`config.mk`:
```
export PLATFORM = sky130hd
export DESIGN_NAME = qq_front
export DESIGN_NICKNAME = d
export VERILOG_FILES = /design/src/rtl/qq_pkg.sv /design/src/rtl/qq_cmd_fifo.sv /design/src/rtl/qq_front.sv
export SDC_FILE = /design/constraint.sdc
export NUM_CORES = 1
export LEC_CHECK = 0
export ABC_AREA = 1
export CORE_MARGIN = 8
export CORE_UTILIZATION = 52
export CTS_CLUSTER_SIZE = 8
export DETAILED_ROUTE_END_ITERATION = 6
export GPL_TIMING_DRIVEN = 1
export PLACE_DENSITY = 0.79
export SETUP_SLACK_MARGIN = 0.05
export SYNTH_ARGS = -nofsm -noshare
export SYNTH_HDL_FRONTEND = slang
export SYNTH_HIERARCHICAL = 1
export SYNTH_SLANG_ARGS = --single-unit
```
`constraint.sdc`:
```
create_clock -name clk -period 2.5 [get_ports clk]
set_input_delay 0.375 -clock clk [delete_from_list [all_inputs] [get_ports clk]]
set_output_delay 0.375 -clock clk [all_outputs]
set_load 0.005 [all_outputs]
```
`src/rtl/qq_pkg.sv`:
```
// Shared types and constants for the qq_front command front end.
package qq_pkg;

   typedef enum logic {
      QQ_OP_ENQ = 1'b0,
      QQ_OP_DEQ = 1'b1
   } qq_op_t;

   typedef enum logic [1:0] {
      IDLE  = 2'd0,
      ISSUE = 2'd1,
      BUSY  = 2'd2
   } qq_state_t;

   localparam int QQ_CNT_W = 16;

endpackage

```
`src/rtl/qq_cmd_fifo.sv`:
```
// Command FIFO: pointers one bit wider than the address, so full and empty
// are told apart by the MSB; head word is read combinationally from LUT RAM.
module qq_cmd_fifo #(
   parameter int DW = 9,
   parameter int FD = 4
) (
   input  logic          clk,
   input  logic          rst,
   input  logic          push,
   input  logic          pop,
   input  logic [DW-1:0] din,
   output logic [DW-1:0] dout,
   output logic          full,
   output logic          empty
);
   localparam int AW = $clog2(FD);

   logic [AW:0]   wr_ptr_reg;
   logic [AW:0]   rd_ptr_reg;
   logic [DW-1:0] mem [FD];

   always_ff @(posedge clk) begin
      if (rst) begin
         wr_ptr_reg <= '0;
         rd_ptr_reg <= '0;
      end else begin
         if (push) wr_ptr_reg <= wr_ptr_reg + 1'b1;
         if (pop)  rd_ptr_reg <= rd_ptr_reg + 1'b1;
      end
   end

   always_ff @(posedge clk) begin
      if (push) mem[wr_ptr_reg[AW-1:0]] <= din;
   end

   assign dout  = mem[rd_ptr_reg[AW-1:0]];
   assign empty = (wr_ptr_reg == rd_ptr_reg);
   assign full  = (wr_ptr_reg[AW] != rd_ptr_reg[AW]) &&
                  (wr_ptr_reg[AW-1:0] == rd_ptr_reg[AW-1:0]);

endmodule

```
`src/rtl/qq_front.sv`:
```
// Front end serialising enqueue/dequeue commands onto a priority-queue core.
// Optional statistics counters are enabled by defining QQ_FRONT_STATS_EN.
module qq_front
   import qq_pkg::*;
#(
   parameter int W  = 8,
   parameter int FD = 4
) (
   input  logic         clk,
   input  logic         rst,
   input  logic         cmd_valid,
   input  logic         cmd_op,
   input  logic [W-1:0] cmd_key,
   output logic         cmd_ready,
   output logic         res_valid,
   output logic [W-1:0] res_key,
   input  logic         res_ready,
   output logic         err,
   output logic         q_enq,
   output logic         q_deq,
   output logic [W-1:0] q_din,
   input  logic         q_rdy,
   input  logic         q_full,
   input  logic         q_empty,
   input  logic [W-1:0] q_head
`ifdef QQ_FRONT_STATS_EN
   ,
   output logic [QQ_CNT_W-1:0] n_enq,
   output logic [QQ_CNT_W-1:0] n_deq,
   output logic [QQ_CNT_W-1:0] n_err
`endif
);

   qq_state_t    state_reg;
   logic         alive_reg;
   logic         res_valid_reg;
   logic [W-1:0] res_key_reg;

   logic         fifo_full;
   logic         fifo_empty;
   logic         push;
   logic         pop;
   logic [W:0]   head;
   qq_op_t       head_op;
   logic [W-1:0] head_key;
   logic         res_free;
   logic         issue_enq;
   logic         issue_deq;

   qq_cmd_fifo #(
      .DW(W + 1),
      .FD(FD)
   ) u_fifo (
      .clk  (clk),
      .rst  (rst),
      .push (push),
      .pop  (pop),
      .din  ({cmd_op, cmd_key}),
      .dout (head),
      .full (fifo_full),
      .empty(fifo_empty)
   );

   assign head_op  = qq_op_t'(head[W]);
   assign head_key = head[W-1:0];
   assign res_free = !res_valid_reg || res_ready;

   // A dequeue only leaves the FIFO when its result has somewhere to land.
   assign pop = !rst && (state_reg == IDLE) && !fifo_empty && q_rdy &&
                ((head_op == QQ_OP_ENQ) || res_free);

   assign issue_enq = pop && (head_op == QQ_OP_ENQ) && !q_full;
   assign issue_deq = pop && (head_op == QQ_OP_DEQ) && !q_empty;

   assign err       = pop && !issue_enq && !issue_deq;
   assign q_enq     = issue_enq;
   assign q_deq     = issue_deq;
   assign q_din     = issue_enq ? head_key : '0;
   assign cmd_ready = alive_reg && !rst && (!fifo_full || pop);
   assign push      = cmd_valid && cmd_ready;
   assign res_valid = res_valid_reg;
   assign res_key   = res_key_reg;

   always_ff @(posedge clk) begin
      if (rst) begin
         state_reg     <= IDLE;
         alive_reg     <= 1'b0;
         res_valid_reg <= 1'b0;
         res_key_reg   <= '0;
      end else begin
         alive_reg <= 1'b1;
         case (state_reg)
            IDLE:    if (issue_enq || issue_deq) state_reg <= ISSUE;
            ISSUE:   state_reg <= BUSY;
            BUSY:    if (q_rdy) state_reg <= IDLE;
            default: state_reg <= IDLE;
         endcase
         if (issue_deq) begin
            res_key_reg   <= q_head;
            res_valid_reg <= 1'b1;
         end else if (res_valid_reg && res_ready) begin
            res_valid_reg <= 1'b0;
         end
      end
   end

`ifdef QQ_FRONT_STATS_EN
   logic [2:0] stat_inc;
   assign stat_inc = {err, issue_deq, issue_enq};

   for (genvar gi = 0; gi < 3; gi++) begin : g_stat
      logic [QQ_CNT_W-1:0] cnt_reg;
      always_ff @(posedge clk) begin
         if (rst) begin
            cnt_reg <= '0;
         end else if (stat_inc[gi] && (cnt_reg != {QQ_CNT_W{1'b1}})) begin
            cnt_reg <= cnt_reg + 1'b1;
         end
      end
   end

   assign n_enq = g_stat[0].cnt_reg;
   assign n_deq = g_stat[1].cnt_reg;
   assign n_err = g_stat[2].cnt_reg;
`endif

endmodule

```
==> results of run 1 <==
==> critical path, cell delays in order (launching register included) <==
cell,delay [ps]
dfxtp_2,350
inv_2,60
nand2_1,60
nand2_1,40
nand2_1,80
nor2_1,40
inv_1,60
nand2_2,80
nor2_8,130
nand2_4,70
nor2_4,140
inv_4,80
nor2_1,110
dlygate4sd2_1,260
==> what timing repair did <==
item / CTS / global route
endpoints found under the setup margin: 12 / 4
cloned: 0 / 0
buffers inserted: 2 / 5
pin swaps: 0 / 1
resized for setup: 19 / 8
==> stage by stage <==
step           power (mW)  hold WS, ps  setup WS [ps]    util  TNS, ps
4_1_cts             1.829        497.8         -30.40  0.6652   -30.40
3_5_place_dp        1.257        484.4          41.40  0.6383        0
5_1_grt             1.908        540.5          109.0  0.6775        0
6_report            1.822        494.7          237.3  0.6775        0
3_3_place_gp        1.251        477.3          128.7  0.6383        0
2_1_floorplan       1.173        444.1          468.5       -        0
==> worst min path at each step <==
stage,endpoint,cells after the start
3_3_place_gp,res_valid,2
5_1_grt,u_fifo/wr_ptr_reg[0],2
4_1_cts,res_valid,2
6_report,res_valid,2
3_5_place_dp,res_valid,2
2_1_floorplan,res_valid,1
==> layout make-up <==
cell class | count | share of cell area
Sequential cell | 56 | 0.4430
Tap cell | 70 | 0.02597
Inverter | 74 | 0.08386
Clock inverter | 3 | 0.01262
Timing Repair Buffer | 62 | 0.1755
Clock buffer | 5 | 0.02041
Multi-Input combinational cell | 139 | 0.2386
==> cell families (layout without fill, tap and decap cells) <==
kind of cell | count (synthesis) | in the layout | share of synthesized area
AND/OR/NAND/NOR | 104 | 104 | 0.1955
buffers and inverters | 81 | 144 | 0.1326
flip-flops | 56 | 56 | 0.5646
AO/OA/AOI/OAI | 27 | 27 | 0.07344
adder cells (fa/ha/maj) | 5 | 5 | 0.02384
XOR/XNOR | 3 | 3 | 0.01002
==> placed cells by master (no fill, tap or decap), types with 3 or more instances in the layout <==
cell,n
nor2_2,6
nor2_4,3
nor2_1,18
dlymetal6s2s_1,4
clkdlybuf4s50_1,32
xnor2_1,3
buf_4,16
edfxtp_1,36
dfxtp_2,4
o21ai_0,3
dlygate4sd2_1,8
dfxtp_1,14
a21oi_1,5
clkbuf_8,5
nand2_2,8
ha_1,5
inv_1,65
nand2_1,53
o211ai_1,16
nand4_1,8
inv_2,7
==> layer usage <==
metal,up-vias,part of all wire,wire length (um),GRT usage
met5,-,0,0,0
met4,0,0.012,62,0.03756
met3,7,0.053,266,0.03585
met2,38,0.53,2696,0.2582
met1,848,0.40,2030,0.1536
li1,981,-,-,-
==> power groups by stage <==
stage	clock network (mW)	registers (mW)	logic (mW)
2_1_floorplan	0	1.03	0.140
3_3_place_gp	0	1.04	0.213
5_1_grt	0.628	1.02	0.260
6_report	0.573	1.02	0.232
4_1_cts	0.586	1.02	0.224
3_5_place_dp	0	1.04	0.219
==> flow_summary.yaml, run 1 <==
place:
  place_congestion: 0.7483
  numPortBuffers: 44
  hpwl_um: 3712
  place_area_um2: 3177
  dp.cells: 394
timing:
  setup_viol: 0
  slew_violations: 0
  rsz0062_at_grt: "no"
  skew_ps: 5.760
  hold_viol_final: 0
  worst_pin_slew_ps: 414.1
  timing.final.crit_share: 0.9051
  fmax_mhz: 442.0
  relSlewSlack: 0.7236
  period_needed_ps: 2263
pwr:
  power_density_nw_per_um2: 540.4
  p_seq_frac: 0.559
  irDropWorstVdd_uv: 401.1
  swShare: 0.2256
  leakage_nw: 1.575
  power_frac_comb: 0.127
  p_switching_mw: 0.4112
  clockPowerShare: 0.314
  p_int_mw: 1.411
route:
  wirelength_um: 5055
  viasPerCell: 4.582
  drt.antenna.violating_nets: 0
  post_drt_wl_per_cell_um: 12.36
  first_iter_violations: 79
  vias: 1874
  firstDrtPassIters: 4
  drc: 0
cells_and_area:
  fin_cells: 409
  area_delta_synth_final_pct: 28.52
  final_area_um2: 3372
  multi_input_comb_area_um2: 804.5
  layout-drive-gt1-share: 0.1888
  nFillCells: 392
  register_area_um2: 1494
  nNetsFinal: 367
  largest_reg_flops: 36
  antenna_cells: 0
setup_path:
  cp-start-kind: "flip-flop"
  r2r_slack_ps: 370
  worstSetupEndpoint: "q_din[6]"
  crit_fanout: 9
  arrival_ps: 1890
  rr_endpoint: "u_fifo/mem[1][2]"
  crit_path_start: "u_fifo/wr_ptr_reg[0]"
  crit_type: "flip-flop to output pin"
  crit_path_end_kind: "output pin"
  cp.required_ps: 2120
  worstRegToRegCells: 14
  timing.rr.start: "u_fifo/wr_ptr_reg[0]"
worst_hold_path:
  min_from: "res_valid"
  hold_path_class: "flip-flop to flip-flop"
synthesis:
  synth_edf_count: 36
  synth_fp_nets: 305
  yosysMostFrequentCell: "inv_1"
  synth.cell_area_um2: 2624
  yosys_warnings: 6
  async_flop_share: 0
  synth_area_leaders: "edfxtp_1 41%, dfxtp_1 15%, inv_1 9.4%, nand2_1 7.9%, o211ai_1 4.6%"
  synth_top_area_frac: 0.4120
  synth_commonest_cells: "66 x inv_1, 55 x nand2_1, 36 x edfxtp_1"
  synth_seq_cells: 56
  synthDistinctLibCells: 26
  synth-main-ff-cell: "edfxtp_1"
  ys_seq_area_frac: 0.5646
  syn_inst: 276
  yosysTopAreaCell: "edfxtp_1"
  syn_avg_cell_area_um2: 9.506
cts:
  cts_tree: "yes"
  clock-sinks: 56
  cts_buffer_depth: 2
  clk_latency_ps: 300
  htreeDepth: 2
  cts_hold_buffers: 0
  numCtsBuffers: 5
  clkTransAtPathRegs_ps: 90
  cts_root_buf: "clkbuf_8"
global_route:
  grt_pass1_vias: 1863
  grt_usage: 0.1399
  grt_overflow: 0
  grt_pass1_wl_um: 8231
  grt_max_degree: 21
  antenna_found_initial: 0
floorplan:
  start_util: 0.5271
  row_count: 26
  die_h_um: 87.04
  core_area_um2: 4977
  ioPinCount: 45
  die_w_um: 87.04
  dieArea_um2: 7575
flow_run:
  drv_cap: 0
outcome:
  outcome: "finished, final reports clean"
Note: power is estimated with default switching activity, not from simulation.
==> inputs of run 2 (changes only) <==
--- a/config.mk
+++ b/config.mk
@@ -5,13 +5,14 @@
 export SDC_FILE = /design/constraint.sdc
 export NUM_CORES = 1
 export LEC_CHECK = 0
-export ABC_AREA = 1
 export CORE_MARGIN = 8
-export CORE_UTILIZATION = 52
+export CORE_UTILIZATION = 51
+export CTS_CLUSTER_DIAMETER = 30
 export CTS_CLUSTER_SIZE = 8
 export DETAILED_ROUTE_END_ITERATION = 6
 export GPL_TIMING_DRIVEN = 1
 export PLACE_DENSITY = 0.79
+export REMOVE_ABC_BUFFERS = 1
 export SETUP_SLACK_MARGIN = 0.05
 export SYNTH_ARGS = -nofsm -noshare
 export SYNTH_HDL_FRONTEND = slang
==> run 2 against run 1 <==
  * The run now ends with setup timing left
  * Via count is 18% lower
  * Sequential share of layout area is 1.5 points higher
  * Power is 11% lower
  * Routed wire length is 10% higher
  * Largest power group unchanged
==> flow_summary.yaml, run 2 <==
cells_and_area:
  nNetsFinal: 264
  final_cell_mix: "36 x edfxtp_1, 32 x clkdlybuf4s50_1, 21 x buf_4"
  area_delta_synth_final_pct: 39.21
  utilization: 0.7417
  largest_reg_flops: 36
  antenna_cells: 0
  fin_cells: 288
  layout-drive-gt1-share: 0.4280
  layout_commonest_cell: "edfxtp_1"
timing:
  fin_hold_ws_ps: 470.9
  skew_ps: 12.84
  relSlewSlack: 0.7235
  hold_viol_final: 0
  setup_slack_ps: -122.4
  timing.final.crit_share: 1.049
  worst_pin_slew_ps: 411.5
  rsz0062_at_grt: "yes"
  fmax_mhz: 381.3
  period_needed_ps: 2622
  setup_viol: 44
  slew_violations: 0
setup_path:
  r2r_slack_ps: -90
  cp-start-kind: "flip-flop"
  crit_type: "flip-flop to output pin"
  worstRegToRegCells: 9
  timing.rr.start: "u_fifo/wr_ptr_reg[0]"
  crit_fanout: 4
  crit_path_end_kind: "output pin"
  arrival_ps: 2250
  rr_endpoint: "u_fifo/mem[0][6]"
  cp.required_ps: 2120
worst_hold_path:
  min_to: "res_key[1]"
  min_from: "res_key[1]"
  hold_depth: 2
  hold_path_class: "flip-flop to flip-flop"
synthesis:
  yosysMostFrequentCell: "edfxtp_1"
  synth_top_area_frac: 0.4628
  synth_edf_count: 36
  synth-main-ff-cell: "edfxtp_1"
  syn_inst: 154
  async_flop_share: 0
  yosysTopAreaCell: "edfxtp_1"
  ys_seq_area_frac: 0.6342
  synth_seq_cells: 56
  synth.cell_area_um2: 2336
  synth_area_leaders: "edfxtp_1 46%, dfxtp_1 17%, mux4_2 8.7%, and2_1 3.2%, mux2_4 3.2%"
  synthDistinctLibCells: 32
  syn_avg_cell_area_um2: 15.17
  synth_commonest_cells: "36 x edfxtp_1, 20 x dfxtp_1, 12 x and2_1"
  yosys_warnings: 6
route:
  first_iter_violations: 119
  firstDrtPassIters: 4
  wirelength_um: 5574
  drc: 0
  viasPerCell: 5.306
  post_drt_wl_per_cell_um: 19.35
  vias: 1528
  drt.antenna.violating_nets: 0
outcome:
  outcome: "complete, but fails checks"
  violations: "setup timing"
pwr:
  finalPower_mw: 1.614
  power_density_nw_per_um2: 496.4
  irDropWorstVdd_uv: 274.2
  leakage_nw: 1.251
floorplan:
  ioPinCount: 45
  row_count: 24
  die_h_um: 83.68
  dieArea_um2: 7002
  die_w_um: 83.68
  start_util: 0.5328
  core_area_um2: 4384
flow_run:
  drv_cap: 0
place:
  place_congestion: 0.8745
  numPortBuffers: 44
  dp.cells: 268
  hpwl_um: 3691
cts:
  htreeDepth: 2
  clock-sinks: 56
  cts_buffer_depth: 2
  cts_hold_buffers: 0
  cts_root_buf: "clkbuf_8"
  numCtsBuffers: 5
  clk_latency_ps: 320
  clkTransAtPathRegs_ps: 90
  cts_tree: "yes"
global_route:
  top_usage_layer: "met2"
  grt_usage: 0.1586
  grt_max_degree: 17
  grt_overflow: 0
  grt_pass1_wl_um: 8790
  grt_pass1_vias: 1675
  antenna_found_initial: 0
  use_met2: 0.2716
  grt_use_met3: 0.04980
  gr-usage-met1: 0.1768
## run 2: worst max path at each step
stage	from	end	slack [ps]	cells after the start
after floorplan	flip-flop	u_fifo/mem[0][0]	-380	4
after global placement	rst	q_deq	-330	5
after detailed placement	rst	q_deq	-330	5
after CTS	u_fifo/wr_ptr_reg[2]	q_din[6]	-80	9
after global routing	u_fifo/wr_ptr_reg[0]	q_din[6]	-170	9
final	u_fifo/wr_ptr_reg[0]	q_din[6]	-120	9
## run 2: final cells by class
class,instances,area [um^2]
inverter,7,26.28
multi-input combinational,87,874.6
timing repair buffer,78,715.7
fill,258,1132
tap,52,65.06
sequential,56,1490
clock buffer,6,72.57
clock inverter,2,7.507
## run 2: per-layer routing
metal	vias to the layer above	routed length [um]
met5	-	0
met4	0	141
met3	11	220
met2	32	2921
met1	766	2291
li1	719	-
## run 2: worst max-delay path: stages (launching register included)
cell and delay [ps]:
dfxtp_2 390, xor2_2 200, nor3b_2 70, or4b_4 570, nor3_4 180, buf_6 130, buf_6 90, buf_6 90
and2_4 130, buf_6 90
## run 2: cells by family after synthesis
kind of cell | Yosys count | share of synthesized area
flops | 56 | 0.6342
simple gates | 47 | 0.1237
mux | 19 | 0.1403
compound gates | 11 | 0.03107
buf+inv | 11 | 0.02517
xor+xnor | 5 | 0.01875
fa+ha+maj | 5 | 0.02678
## run 2: timing repair
item,in CTS,in global routing
gates cloned,1,0
resized for setup,88,4
endpoints found under the setup margin,48,51
hold endpoints to repair,0,0
pin swaps,14,1
buffers inserted,8,5
## run 2: stage by stage
stage | worst slack, ps | cell area, um^2 | setup TNS (ps)
after global routing | -165.9 | 3252 | -4995
after detailed placement | -328.2 | 2974 | -10170
after CTS | -78.55 | 3221 | -277.0
after floorplan | -375.3 | 2303 | -13840
after global placement | -327.5 | 2974 | -9846
final | -122.4 | 3252 | -3068
## run 2: power breakdown
part           total, mW  leakage, nW  switching [mW]  internal (mW)
clock              0.476       0.0403           0.284          0.192
combinational      0.137        0.721          0.0550         0.0823
sequential          1.00        0.490         0.00682          0.994
